--- src/rtl/adder_subtractor_pkg.sv ---
// rtl/adder_subtractor_pkg.sv - shared constants for the adder/subtractor
//
// Purpose: mode encodings and default operand width used by the datapath.
// Ports:   none (package).
package adder_subtractor_pkg;

    localparam logic MODE_ADD      = 1'b0;
    localparam logic MODE_SUB      = 1'b1;
    localparam int   DEFAULT_WIDTH = 4;

endpackage

--- src/rtl/full_adder.sv ---
// rtl/full_adder.sv - one-bit full adder cell for the ripple-carry chain
//
// Purpose: combinational single-bit add with carry in and carry out.
// Ports:
//   x, y  - operand bits
//   cin   - carry in from the lower bit
//   s     - sum bit
//   cout  - carry out to the next bit
module full_adder (
    input  logic x,
    input  logic y,
    input  logic cin,
    output logic s,
    output logic cout
);

    logic p;

    assign p    = x ^ y;
    assign s    = p ^ cin;
    assign cout = (x & y) | (cin & p);

endmodule

--- src/rtl/adder_subtractor_4bit.sv ---
// rtl/adder_subtractor_4bit.sv - registered ripple-carry adder/subtractor
//
// Purpose: d = a + b (M=0) or a - b (M=1), modulo 2^WIDTH, with carry (add)
//          or borrow (subtract) on bout; one-cycle latency, one op per cycle.
// Ports:
//   clk   - rising-edge clock
//   rst_n - asynchronous active-low reset, clears d and bout
//   a, b  - unsigned operands
//   M     - mode: 0 add, 1 subtract
//   d     - registered result
//   bout  - registered carry-out (add) or borrow (subtract)
module adder_subtractor_4bit
    import adder_subtractor_pkg::*;
#(
    parameter int WIDTH = DEFAULT_WIDTH
) (
    input  logic             clk,
    input  logic             rst_n,
    input  logic [WIDTH-1:0] a,
    input  logic [WIDTH-1:0] b,
    input  logic             M,
    output logic [WIDTH-1:0] d,
    output logic             bout
);

    logic [WIDTH-1:0] b_eff;
    logic [WIDTH-1:0] sum;
    logic [WIDTH:0]   carry;
    logic             flag;

    // Subtraction is a + ~b + 1: invert b and feed the mode bit in as carry-in.
    assign b_eff    = b ^ {WIDTH{M}};
    assign carry[0] = M;

    for (genvar i = 0; i < WIDTH; i++) begin : g_chain
        full_adder u_fa (
            .x    (a[i]),
            .y    (b_eff[i]),
            .cin  (carry[i]),
            .s    (sum[i]),
            .cout (carry[i+1])
        );
    end

    // In subtract mode a chain carry-out means "no borrow", so invert it.
    assign flag = (M == MODE_SUB) ? ~carry[WIDTH] : carry[WIDTH];

    always_ff @(posedge clk or negedge rst_n) begin
        if (!rst_n) begin
            d    <= '0;
            bout <= 1'b0;
        end else begin
            d    <= sum;
            bout <= flag;
        end
    end

endmodule

--- config.mk ---
export PLATFORM = sky130hd
export DESIGN_NAME = adder_subtractor_4bit
export DESIGN_NICKNAME = d
export VERILOG_FILES = /design/src/rtl/adder_subtractor_pkg.sv /design/src/rtl/full_adder.sv /design/src/rtl/adder_subtractor_4bit.sv
export SDC_FILE = /design/constraint.sdc
export NUM_CORES = 1
export LEC_CHECK = 0
export BUFFER_PORTS_ARGS = -buffer_cell sky130_fd_sc_hd__clkbuf_2
export CAP_MARGIN = 0
export CORE_AREA = 2 2 39 41
export DETAILED_ROUTE_END_ITERATION = 8
export DIE_AREA = 0 0 41 43
export PLACE_DENSITY = 0.56
export SYNTH_ARGS = -nofsm -noshare
export SYNTH_HDL_FRONTEND = slang
export SYNTH_SLANG_ARGS = --single-unit
export TNS_END_PERCENT = 1
--- constraint.sdc ---
create_clock -name clk -period 0.8 [get_ports clk]
set_input_delay 0.04 -clock clk [delete_from_list [all_inputs] [get_ports clk]]
set_output_delay 0.04 -clock clk [all_outputs]
set_load 0.005 [all_outputs]
==> summary.txt <==
Drt
  • Routed WL per cell: 8.47 microns
  • First-pass DRT Iterations: 1
  • Post-route ant nets: 0
  • Drt drc: 0
  • Vias post-DR: 199
  • Drt initial violations: 0
  • Final Routed Wirelength: 500 microns
  • DR vias/cell: 3.37

Global routing
  • First-pass GRT wire length: 683 microns
  • All-Layer GR Usage: 0.0649
  • Initial antenna violation count: 0
  • Vias in the first global route: 181
  • Largest net degree at the start of global routing: 6
  • Remaining Overflow, GRT: 0

Setup path
  • CP max-delay cell: fa_1
  • Crit path cell chain: buf_8 > mux2_4 > fa_2 > inv_2 > fa_2 > fa_1 > inv_1
  • CP bufs+invs: 3
  • Critical Path Max Stage Delay: 0.40 ns
  • Crit. End Element: flip-flop
  • Most used cell, CP: fa_2
  • CP max FO: 2
  • Crit path max-delay family: adder cells
  • Worst setup path start: b[0]
  • Critical path class: in2reg
  • Crit path arrival time: 1.50 ns
  • Crit. path cell count: 7
  • Data required, critical path: 0.98 ns
  • CP Launch Type: primary input

Clock tree
  • H-tree levels: 1
  • Longest Clk Path Bufs: 2
  • CTS tree: yes
  • Num Clock Sinks: 5
  • Post-CTS Setup Bufs: 0
  • CTS buffer count: 3
  • Root Driver: clkbuf_4
  • Reg clk slew, reported paths: 0.04 ns

STA
  • Hold slack: 0.0734 ns
  • Max Fclk: 0.756 GHz
  • Final setup viols: 3
  • Final hold vios: 0
  • Tmin final: 1.32 ns
  • Period utilization: 1.65
  • Setup ws final: -0.522 ns
  • Fin. max-slew vios: 0
  • Normalized max-slew margin: 0.861
  • RSZ-0062 raised after global routing: true
  • Worst-margin pin slew: 0.208 ns

Synth
  • Synthesized flop and latch total: 5
  • Synth Net Count: 34
  • Sequential area share after synthesis: 0.463
  • Syn. warnings: 0
  • Cell count after synthesis: 20
  • Syn_area_per_cell: 13.5 sq um
  • Synth area leaders: dfrtp_1 (46%), fa_1 (22%), xnor2_1 (9.7%), inv_1 (6.9%), xor2_1 (6.5%)
  • Yosys top cell area share: 0.463
  • Synthesized area: 270 sq um
  • Yosys top cell by area: dfrtp_1
  • Post-synth cell types: 7

Pwr
  • Total power: 0.836 mW
  • Pleak: 0.234 nW
  • PD cells: 1820 mW/mm^2
  • Max IR drop VDD: 0.475 mV

Finish
  • Fraction of layout cells with a size suffix above 1: 0.628
  • Register Area: 125 sq um
  • Post-route cell area: 459 sq um
  • Multi-input logic area: 131 sq um
  • Commonest non-fill, non-tap cell in the layout: clkbuf_2
  • Antenna cells: 0
  • Filler cells: 152
  • Layout overhead on the synthesized area: 69.9%
  • Most frequent cells in the layout: clkbuf_2 (13), dfrtp_1 (5)
  • Nets: 58

Placed design
  • PortBufs: 15
  • Placer Congestion: 0.637
  • Pre-CTS setup slack: -0.842 ns
  • Post-DP Area: 384 sq um

Hold path
  • Worst Hold Path Cells: 3
  • Tightest Hold Check Type: in2reg
  • Hold path start: M

Floorplan
  • Starting Density: 0.195
  • Ports: 16
  • Die Width: 41 microns
  • Die footprint: 0.00176 sq mm
  • Die height: 43 microns
  • Core area: 0.00138 sq mm
  • Rows: 14

Outcome
  • Status: finished, violations left
  • Failing checks: negative setup slack

Flow run
  • Maxcap violations: 0
## registers in the layout (all words and copies together), names as in the netlist
signal,flops
d,4
bout,1
## synthesized netlist by cell type
| master | instances |
|---|---|
| dfrtp_1 | 5 |
| xor2_1 | 2 |
| buf_6 | 1 |
| xnor2_1 | 3 |
| inv_1 | 5 |
| fa_1 | 3 |
| mux2_2 | 1 |
## metrics by stage
stage,setup TNS [ns],cells,util
floorplan,-2.14,20,-
global placement,-2.49,53,0.278
detailed placement,-2.57,53,0.278
CTS,-1.46,59,0.330
global route,-1.45,59,0.332
finish,-1.36,59,0.332
## cell families (layout without fill, tap and decap cells)
group	Yosys count	in the layout	synth area share
muxes	1	1	0.0417
xor gates and xnor gates	5	5	0.162
buffers and inverters	6	29	0.111
DFF	5	5	0.463
adders and majority gates	3	3	0.222
## metal layers
layer  global-route usage  wire (microns)  part of all wire  vias up
met5                    0               0                 0        -
met4               0.0800               0                 0        0
met3               0.0157              84              0.17        0
met2               0.0781             215              0.43       16
met1               0.0797             200              0.40       84
li1                     -               -                 -       99
## power breakdown
part / switching (mW) / internal [mW]
clock: 0.0943 / 0.188
sequential: 0.0128 / 0.308
combinational: 0.0989 / 0.134
total: 0.206 / 0.630
## final timing paths
kind                       slack, ns  endpoint
worst max-delay path           -0.52      d[3]
worst min-delay path            0.07      bout
max in group asynchronous       0.51      d[3]
min in group asynchronous       0.16      d[2]
## tightest hold or removal path, delay by kind of cell
| kind | cells | cell delay (ns) |
|---|---|---|
| buffers and inverters | 2 | 0.18 |
| XOR/XNOR | 1 | 0.05 |
## cell type report
type | instances | share of cell area
Sequential cell | 5 | 0.272
Inverter | 5 | 0.0409
Timing Repair Buffer | 20 | 0.300
Clock buffer | 4 | 0.0572
Multi-Input combinational cell | 9 | 0.286
Tap cell | 16 | 0.0436
## what timing repair did
action | 4_1_cts | 5_1_grt
pin swaps | 3 | 1
hold endpoints to repair | 6 | 0
endpoints found under the setup margin | 3 | 5
hold buffers | 2 | 0
gates resized for setup | 7 | 3
Power figures use the tool's default switching activity.
